**config.mk**
```make
export PLATFORM = sky130hd
export DESIGN_NAME = state_timer_bank_flat
export DESIGN_NICKNAME = d
export VERILOG_FILES = /design/src/rtl/state_timer_bank_pkg.sv /design/src/rtl/state_timer_bank_if.sv /design/src/rtl/state_timer_bank_mux.sv /design/src/rtl/state_timer_bank.sv /design/src/flat_wrapper.sv
export SDC_FILE = /design/constraint.sdc
export NUM_CORES = 1
export LEC_CHECK = 0
export ABC_AREA = 1
export ABC_CLOCK_PERIOD_IN_PS = 4510
export CAP_MARGIN = 20
export CORE_AREA = 2 2 129 131
export CTS_BUF_LIST = sky130_fd_sc_hd__clkbuf_2 sky130_fd_sc_hd__clkbuf_4 sky130_fd_sc_hd__clkbuf_8
export DETAILED_ROUTE_END_ITERATION = 8
export DIE_AREA = 0 0 131 133
export PLACE_DENSITY = 0.78
export SYNTH_ARGS = -nofsm -noshare
export SYNTH_HDL_FRONTEND = slang
export SYNTH_SLANG_ARGS = --single-unit
```
**constraint.sdc**
```tcl
create_clock -name clk -period 4.51 [get_ports clk]
set_clock_uncertainty 0.1 [all_clocks]
set_input_delay 0.451 -clock clk [delete_from_list [all_inputs] [get_ports clk]]
set_output_delay 0.451 -clock clk [all_outputs]
set_load 0.02 [all_outputs]
```
**src/rtl/state_timer_bank_pkg.sv**
```systemverilog
// Shared types and constants for the per-state timer bank: FSM encoding,
// default widths and the train controller state codes used to index presets.
package state_timer_bank_pkg;

  localparam int DEF_TW = 19;
  localparam int DEF_SW = 4;

  typedef enum logic [1:0] {
    IDLE    = 2'd0,
    RUN     = 2'd1,
    EXPIRED = 2'd2
  } tmr_state_e;

  // Train controller state codes; presets are indexed by these.
  localparam logic [3:0] ST_RESET  = 4'b0000;
  localparam logic [3:0] ST_RED    = 4'b0001;
  localparam logic [3:0] ST_GREEN  = 4'b0010;
  localparam logic [3:0] ST_YELLOW = 4'b0011;
  localparam logic [3:0] ST_STOP   = 4'b0100;
  localparam logic [3:0] ST_DEPART = 4'b0101;

endpackage

```
**src/rtl/state_timer_bank_if.sv**
```systemverilog
// Controller <-> timer bank connection: state, preset table and tick in,
// remaining count, busy and expire pulse out.
interface state_timer_bank_if #(
  parameter int TW = state_timer_bank_pkg::DEF_TW,
  parameter int SW = state_timer_bank_pkg::DEF_SW
);
  localparam int NS = 1 << SW;

  logic [SW-1:0]    present_state;
  logic [NS*TW-1:0] preset_flat;
  logic             tick;
  logic [TW-1:0]    tout;
  logic             busy;
  logic             expire;

  modport master (
    output present_state, preset_flat, tick,
    input  tout, busy, expire
  );

  modport slave (
    input  present_state, preset_flat, tick,
    output tout, busy, expire
  );
endinterface

```
**src/rtl/state_timer_bank_mux.sv**
```systemverilog
// Combinational NS:1 preset selector: picks the TW-bit slice of the flat
// preset table belonging to the selected state.
module state_timer_mux #(
  parameter int TW = 19,
  parameter int SW = 4
) (
  input  logic [(1<<SW)*TW-1:0] preset_flat,
  input  logic [SW-1:0]         sel,
  output logic [TW-1:0]         preset
);
  localparam int NS = 1 << SW;

  logic [TW-1:0] table_arr [NS];

  genvar gi;
  generate
    for (gi = 0; gi < NS; gi++) begin : g_slice
      assign table_arr[gi] = preset_flat[gi*TW +: TW];
    end
  endgenerate

  assign preset = table_arr[sel];
endmodule

```
**src/rtl/state_timer_bank.sv**
```systemverilog
// Per-state down-counter: loads the preset of each newly entered state and
// counts it down on tick. Define STATE_TIMER_BANK_RELOAD_EN for periodic expire.
module state_timer_bank
  import state_timer_bank_pkg::*;
#(
  parameter int TW = DEF_TW,
  parameter int SW = DEF_SW
) (
  input  logic                clk,
  input  logic                rst_n,
  state_timer_bank_if.slave   bus
);
  logic [TW-1:0] preset_sel;
  logic [TW-1:0] tout_q;
  logic          busy_q;
  logic          expire_q;
  logic [SW-1:0] prev_state_q;
  logic          first_q;
  tmr_state_e    state_q;
  logic          chg;

  state_timer_mux #(.TW(TW), .SW(SW)) u_mux (
    .preset_flat (bus.preset_flat),
    .sel         (bus.present_state),
    .preset      (preset_sel)
  );

  // The first cycle after reset counts as a state change so the current
  // state's preset is always loaded.
  assign chg = first_q | (bus.present_state != prev_state_q);

  always_ff @(posedge clk or negedge rst_n) begin
    if (!rst_n) begin
      state_q      <= IDLE;
      tout_q       <= '0;
      busy_q       <= 1'b0;
      expire_q     <= 1'b0;
      prev_state_q <= '0;
      first_q      <= 1'b1;
    end else begin
      prev_state_q <= bus.present_state;
      first_q      <= 1'b0;
      expire_q     <= 1'b0;
      if (chg) begin
        // A load overrides any terminal tick landing in the same cycle.
        tout_q <= preset_sel;
        if (preset_sel != '0) begin
          state_q <= RUN;
          busy_q  <= 1'b1;
        end else begin
          state_q <= IDLE;
          busy_q  <= 1'b0;
        end
      end else begin
        case (state_q)
          RUN: begin
            if (bus.tick) begin
              if (tout_q > TW'(1)) begin
                tout_q <= tout_q - TW'(1);
              end else begin
                expire_q <= 1'b1;
`ifdef STATE_TIMER_BANK_RELOAD_EN
                // Periodic mode: restart from the live table entry.
                tout_q <= preset_sel;
                if (preset_sel != '0) begin
                  state_q <= RUN;
                  busy_q  <= 1'b1;
                end else begin
                  state_q <= IDLE;
                  busy_q  <= 1'b0;
                end
`else
                tout_q  <= '0;
                state_q <= EXPIRED;
                busy_q  <= 1'b0;
`endif
              end
            end
          end
          default: begin
            tout_q <= '0;
            busy_q <= 1'b0;
          end
        endcase
      end
    end
  end

  assign bus.tout   = tout_q;
  assign bus.busy   = busy_q;
  assign bus.expire = expire_q;
endmodule

```
**src/flat_wrapper.sv**
```systemverilog
// flat-port wrapper written by rule: the top's interface ports become plain ports
module state_timer_bank_flat import state_timer_bank_pkg::*;
#(
  parameter int TW = DEF_TW,
  parameter int SW = DEF_SW
)
  (clk, rst_n, bus_present_state, bus_preset_flat, bus_tick, bus_tout, bus_busy, bus_expire);
  state_timer_bank_if #(.TW(TW), .SW(SW)) bus_i ();
  input  logic clk;
  input  logic rst_n;
  input wire logic [$bits(bus_i.present_state)-1:0] bus_present_state;
  input wire logic [$bits(bus_i.preset_flat)-1:0] bus_preset_flat;
  input wire logic [$bits(bus_i.tick)-1:0] bus_tick;
  output wire logic [$bits(bus_i.tout)-1:0] bus_tout;
  output wire logic [$bits(bus_i.busy)-1:0] bus_busy;
  output wire logic [$bits(bus_i.expire)-1:0] bus_expire;
  assign bus_i.present_state = bus_present_state;
  assign bus_i.preset_flat = bus_preset_flat;
  assign bus_i.tick = bus_tick;
  assign bus_tout = bus_i.tout;
  assign bus_busy = bus_i.busy;
  assign bus_expire = bus_i.expire;
  state_timer_bank #(.TW(TW), .SW(SW)) u_core (.clk(clk), .rst_n(rst_n), .bus(bus_i));
endmodule
```
==> results.yml, run 1 <==
die:
  fp.dieW_um: 131
  dieArea_mm2: 0.0174
  num_rows: 47
  io_pins: 332
  start_util_pct: 31.3
  core_mm2: 0.0162
  fp.dieH_um: 133
logic_synthesis:
  ys.flop_type: "dfrtp_1"
  ys_seq_elements: 28
  yosysTopAreaCell: "nand2_1"
  ys_warn_count: 0
  syn_avg_cell_area_um2: 5.02
  synth_cell_type_count: 32
  synth-simple-area-share_pct: 53.3
  synth_fa_ha_area_share_pct: 0.495
  synth_compound_area_share_pct: 13.2
  netlist.area_leader.share_pct: 25.7
  synth.area.mux_share_pct: 0
  syn-cell-area_mm2: 0.00506
  syn-num-nets: 1321
  synthArstFlopShare_pct: 100
  synth_area_leaders: "nand2_1 26%, nand3_1 16%, dfrtp_1 13%"
  synth_xor_xnor_area_share_pct: 2.77
  synth_edf_count: 0
  synth.yosys.seq_area_share_pct: 13.9
  synth_top_family_by_area: "simple AND/OR/NAND/NOR gates"
  syn_inst: 1008
power:
  p_sw_share_pct: 39.7
  p_per_area_mw_per_mm2: 153
  pwr-share-clk_pct: 12.7
  cellLeakagePower_uw: 0.00401
  combPwrFrac_pct: 62.0
  p_int_uw: 778
  finalPower_uw: 1290
  ir_worst_vdd_mv: 0.127
  p_sw_uw: 512
  seqPwrFrac_pct: 25.4
detailed_routing:
  via_per_inst: 4.91
  ant_nets: 0
  wl_per_cell_um: 16.7
  drc: 0
  detail_route.first_pass.iterations: 5
  vias: 7398
  initialDrtViolationCount: 625
  wl_um: 25200
job:
  max-cap-violations: 0
setup_path:
  critPathArrivalTime_ps: 3730
  cp-startpoint: "bus_present_state[3]"
  crit_chain: "clkdlybuf4s50_1, buf_4, inv_1, nand2_1, o21ai_0, nand3b_2, nor3_4, inv_2, o21ai_0, inv_1"
  critical_path_buf_inv_count: 5
  crit_type: "in2reg"
  cp_top_family: "simple AND/OR/NAND/NOR gates"
  worstPathMaxFanout: 25
  cp-start-kind: "primary input"
  crit_path_top_delay_cell: "nor3_4"
  crit_path_max_incr_delay_ps: 900
  cp-end-kind: "register"
  r2r-start: "u_core.prev_state_q[1]"
  worstPathRequired_ps: 4590
timing:
  slew_headroom_pct: 29.4
  hold_viol_final: 0
  rsz0062_at_grt: "false"
  tightest_slew_ps: 1060
  tns_ps: 0
  fmax_mhz: 274
  min_period_ps: 3650
  setup_viol: 0
  holdWs_ps: 437
  drv_slew: 0
  min_period_over_period_pct: 80.9
global_route:
  grt_pass1_vias: 6950
  grt_pass1_wl_um: 37600
  grt.overflow.total: 0
  grt_usage_pct: 27.7
  grt_max_degree: 96
  grt_antenna_before_repair: 3
clock_network:
  ctsHoldBuffers: 0
  h-tree-depth: 1
  cts_tree: "yes"
  cts-root-buf: "clkbuf_8"
  path_clk_slew_ps: 100
  cts-buffers-inserted: 3
  cts.sinks: 28
  worstSkewPairLatency_ps: 290
  ctsResizeCount: 0
  clk_path_buf_depth: 2
  cts_setup_buffers: 0
outcome:
  status: "finished, final reports clean"
layout:
  fin_nets: 1599
  layout_commonest_cell: "nand2_1"
  drive_above_1_share_pct: 1.95
  layout_common_cells: "347 x nand2_1, 328 x clkdlybuf4s50_1, 157 x nand3_1"
  syn2layout_area_growth_pct: 66.2
  fin_area_mm2: 0.00841
  fillerInstances: 1680
placement:
  numPortBuffers: 331
  dpl_cell_area_mm2: 0.00834
  gp_congestion: 0.959
  dp_hpwl_um: 19300
worst_hold_path:
  hold_path_class: "in2async"
==> registers in the layout, summed over array words and instances, names as in the netlist <==
register             count
u_core.bus.busy          1
u_core.bus.expire        1
u_core.state_q           2
u_core.prev_state_q      4
u_core.first_q           1
u_core.bus.tout         19
==> power groups by stage <==
stage,registers (µW),logic (µW),clock network (µW)
2_1_floorplan,349,346,0
3_3_place_gp,332,790,0
3_5_place_dp,330,796,0
4_1_cts,326,799,163
5_1_grt,331,880,173
6_report,327,800,163
==> cells by family after synthesis <==
kind of cell | count (synthesis)
xor gates and xnor gates | 16
and+or+nand+nor | 649
AOI/OAI and AO/OA | 122
other | 1
adders and majority gates | 2
buffers and inverters | 190
DFF | 28
==> per-stage QoR <==
stage | util [%] | std cells | setup WS [ps]
floorplan | - | 1008 | 2550
global placement | 51.6 | 1501 | 742
detailed placement | 51.6 | 1501 | 653
CTS | 51.9 | 1505 | 968
global route | 52.0 | 1508 | 657
finish | 52.0 | 1508 | 862
==> worst paths after layout <==
kind / slack [ps] / endpoint / cells past startpoint
min: 440 / u_core.bus.tout[4] / 2
min in group clk: 450 / u_core.bus.tout[4] / 2
min reg2reg: 450 / u_core.bus.tout[4] / 2
max reg2reg: 1600 / u_core.bus.tout[14] / 8
max: 860 / u_core.bus.tout[14] / 10
max in group asynchronous: 3560 / u_core.first_q / 2
==> layer usage <==
| layer | wire length (µm) | part of all wire [%] | GRT usage (%) | vias up |
|---|---|---|---|---|
| li1 | - | - | - | 3714 |
| met1 | 10400 | 41 | 36.0 | 3302 |
| met2 | 12100 | 48 | 47.4 | 346 |
| met5 | 0 | 0 | 0 | - |
| met3 | 2060 | 8.2 | 4.41 | 36 |
| met4 | 539 | 2.1 | 7.39 | 0 |
==> cell usage after synthesis, types with 4 or more instances <==
cell / instances
nand3_1: 157
buf_1: 13
xnor2_1: 4
nor2_1: 130
buf_2: 25
inv_1: 119
a21oi_1: 29
o21ai_0: 63
nand2_1: 347
a22oi_1: 4
xor2_1: 12
dfrtp_1: 27
o211ai_1: 18
buf_6: 8
clkbuf_1: 17
o21ai_1: 8
==> layout make-up <==
class	instances	area, µm²	area share [%]
multi-input combinational	790	3530	42.0
clock buffer	4	55.1	0.655
sequential	28	702	8.35
tap	220	275	3.27
timing repair buffer	340	3370	40.1
inverter	123	465	5.54
antenna	3	7.51	0.0893
==> worst reg2reg max path, stage by stage (launching register included) <==
cell and delay [ps]:
dfrtp_1 380, nand2_1 60, o21ai_1 90, a21oi_1 180, nand3b_2 460, nor3_4 910, inv_2 320, o21ai_0 260
inv_1 60
No activity file was read; power rests on OpenSTA's default activity.
==> run 2: changes to the inputs <==
--- a/config.mk
+++ b/config.mk
@@ -6,13 +6,13 @@
 export NUM_CORES = 1
 export LEC_CHECK = 0
 export ABC_AREA = 1
-export ABC_CLOCK_PERIOD_IN_PS = 4510
+export ABC_CLOCK_PERIOD_IN_PS = 3800
 export CAP_MARGIN = 20
-export CORE_AREA = 2 2 129 131
+export CORE_AREA = 2 2 130 132
 export CTS_BUF_LIST = sky130_fd_sc_hd__clkbuf_2 sky130_fd_sc_hd__clkbuf_4 sky130_fd_sc_hd__clkbuf_8
 export DETAILED_ROUTE_END_ITERATION = 8
-export DIE_AREA = 0 0 131 133
-export PLACE_DENSITY = 0.78
+export DIE_AREA = 0 0 132 134
+export PLACE_DENSITY = 0.77
 export SYNTH_ARGS = -nofsm -noshare
 export SYNTH_HDL_FRONTEND = slang
 export SYNTH_SLANG_ARGS = --single-unit
==> constraint.sdc (replaced) <==
create_clock -name clk -period 3.8 [get_ports clk]
set_clock_uncertainty 0.1 [all_clocks]
set_input_delay 0.38 -clock clk [delete_from_list [all_inputs] [get_ports clk]]
set_output_delay 0.38 -clock clk [all_outputs]
set_load 0.02 [all_outputs]
==> run 2 against run 1 <==
Compared with the run above:
- via count shrank 1.3%
- sequential share of layout area shrank 0.052 points
- flip-flop and latch count is the same
- sequential power grew 20%
- design area grew 0.63%
- largest power group unchanged
- register-to-register slack lost 470 ps
- worst hold slack lost 150 ps
- combinational power grew 19%
==> results.yml, run 2 (synthesized netlist as in run 1, its figures left out) <==
setup_path:
  r2r_cells: 10
  cp-end-kind: "register"
  crit_type: "in2reg"
  critical_path_buf_inv_count: 4
  crit_chain: "clkdlybuf4s50_1, inv_1, nor2_1, nor3_2, nand3b_2, nor3_4, buf_4, a21oi_1, o21ai_0, o21ai_0, inv_1"
  crit_path_max_incr_delay_ps: 470
  cp_top_family: "buffers and inverters"
  worstPathMaxFanout: 13
  cp-start-kind: "primary input"
  r2r_end: "u_core.bus.busy"
  r2r-start: "u_core.bus.tout[9]"
  worstPathRequired_ps: 3920
  crit_path_top_delay_cell: "nor3_4"
  critPathArrivalTime_ps: 2810
  cp_num_cells: 11
  rrSetupSlack_ps: 1130
  cp-startpoint: "bus_present_state[3]"
  endpoint: "u_core.bus.tout[11]"
detailed_routing:
  ant_nets: 0
  vias: 7302
  wl_um: 24900
  initialDrtViolationCount: 528
  drc: 0
  detail_route.first_pass.iterations: 7
  via_per_inst: 4.83
  wl_per_cell_um: 16.5
global_route:
  grt_pass1_wl_um: 38100
  grt_antenna_before_repair: 0
  grt.overflow.total: 0
  grt_pass1_vias: 6977
  grt_max_degree: 77
  grt_usage_pct: 26.9
timing:
  setup_viol: 0
  tns_ps: 0
  fmax_mhz: 373
  min_period_over_period_pct: 70.6
  tightest_slew_ps: 616
  holdWs_ps: 292
  rsz0062_at_grt: "false"
  min_period_ps: 2680
  drv_slew: 0
  slew_headroom_pct: 59.0
  hold_viol_final: 0
outcome:
  status: "finished, final reports clean"
layout:
  largest_reg_flops: 19
  seqCellArea_um2: 702
  layout_commonest_cell: "nand2_1"
  layout_common_cells: "347 x nand2_1, 328 x clkdlybuf4s50_1, 157 x nand3_1"
  syn2layout_area_growth_pct: 67.2
  fin_nets: 1605
  drive_above_1_share_pct: 2.40
  num_antenna_cells: 0
  multi_input_area_mm2: 0.00353
  fillerInstances: 1698
die:
  num_rows: 47
  fp.dieW_um: 132
  start_util_pct: 31.1
  io_pins: 332
  dieArea_mm2: 0.0177
  fp.dieH_um: 134
  core_mm2: 0.0163
clock_network:
  cts.sinks: 28
  worstSkewPairLatency_ps: 280
  h-tree-depth: 1
  cts-buffers-inserted: 3
  ctsHoldBuffers: 0
  cts_setup_buffers: 0
  cts_tree: "yes"
  ctsResizeCount: 0
  cts-root-buf: "clkbuf_8"
  clk_path_buf_depth: 2
  path_clk_slew_ps: 90
placement:
  numPortBuffers: 331
  gp_congestion: 0.924
  dp_hpwl_um: 19400
worst_hold_path:
  hold_path_class: "in2reg"
job:
  max-cap-violations: 0
power:
  ir_worst_vdd_mv: 0.111
  p_per_area_mw_per_mm2: 180
  finalPower_uw: 1530
  cellLeakagePower_uw: 0.00404
## run 2: cell types whose count changed in the layout (fill, tap and decap cells not counted), sizes merged
cell    before  now
clkinv       2    3
diode        3    0
buf         12   18
inv        121  120
## run 2: metrics by stage
stage | setup WS (ps) | instances | util [%] | area (µm²)
finish | 1120 | 1511 | 51.9 | 8460
global route | 815 | 1511 | 51.9 | 8460
CTS | 1150 | 1511 | 51.9 | 8460
detailed placement | 874 | 1507 | 51.6 | 8410
global placement | 912 | 1507 | 51.6 | 8410
floorplan | 1840 | 1008 | - | 5060
## run 2: area by class of cell
class / count / area share [%]
inverter: 123 / 5.50
clock buffer: 4 / 0.577
multi-input combinational: 790 / 41.7
timing repair buffer: 346 / 40.6
tap: 220 / 3.25
sequential: 28 / 8.30
## run 2: worst min-delay path by stage
stage                                         to                 start  cells past startpoint
after global placement        u_core.bus.tout[4]    u_core.bus.tout[4]                      2
final                     u_core.prev_state_q[2]  bus_present_state[2]                      1
after floorplan                  u_core.bus.busy                 rst_n                      0
after detailed placement      u_core.bus.tout[4]    u_core.bus.tout[4]                      2
after CTS                 u_core.prev_state_q[2]  bus_present_state[2]                      1
after global routing      u_core.prev_state_q[2]  bus_present_state[2]                      1
## run 2: layer usage
metal	up-vias	GRT usage [%]	part of all wire [%]
met2	319	47.0	47
met4	0	7.49	2.6
li1	3727	-	-
met5	-	0	0
met3	40	4.72	7.4
met1	3216	34.2	43
## run 2: worst register-to-register path: stages (launching register included)
cell and delay [ps]:
dfrtp_1 500, nor2_1 270, nand2_1 100, nor2_1 100, nand2_1 50, o21ai_0 320, inv_1 100, nand2_1 340
clkinv_1 380, o21ai_0 240, nand2_1 70
## run 2: power breakdown
group	leakage [µW]	internal (µW)	switching (µW)
registers	0.000329	332	60.1
clock network	0.0000262	82.6	96.3
logic	0.00369	504	451
total	0.00404	918	607
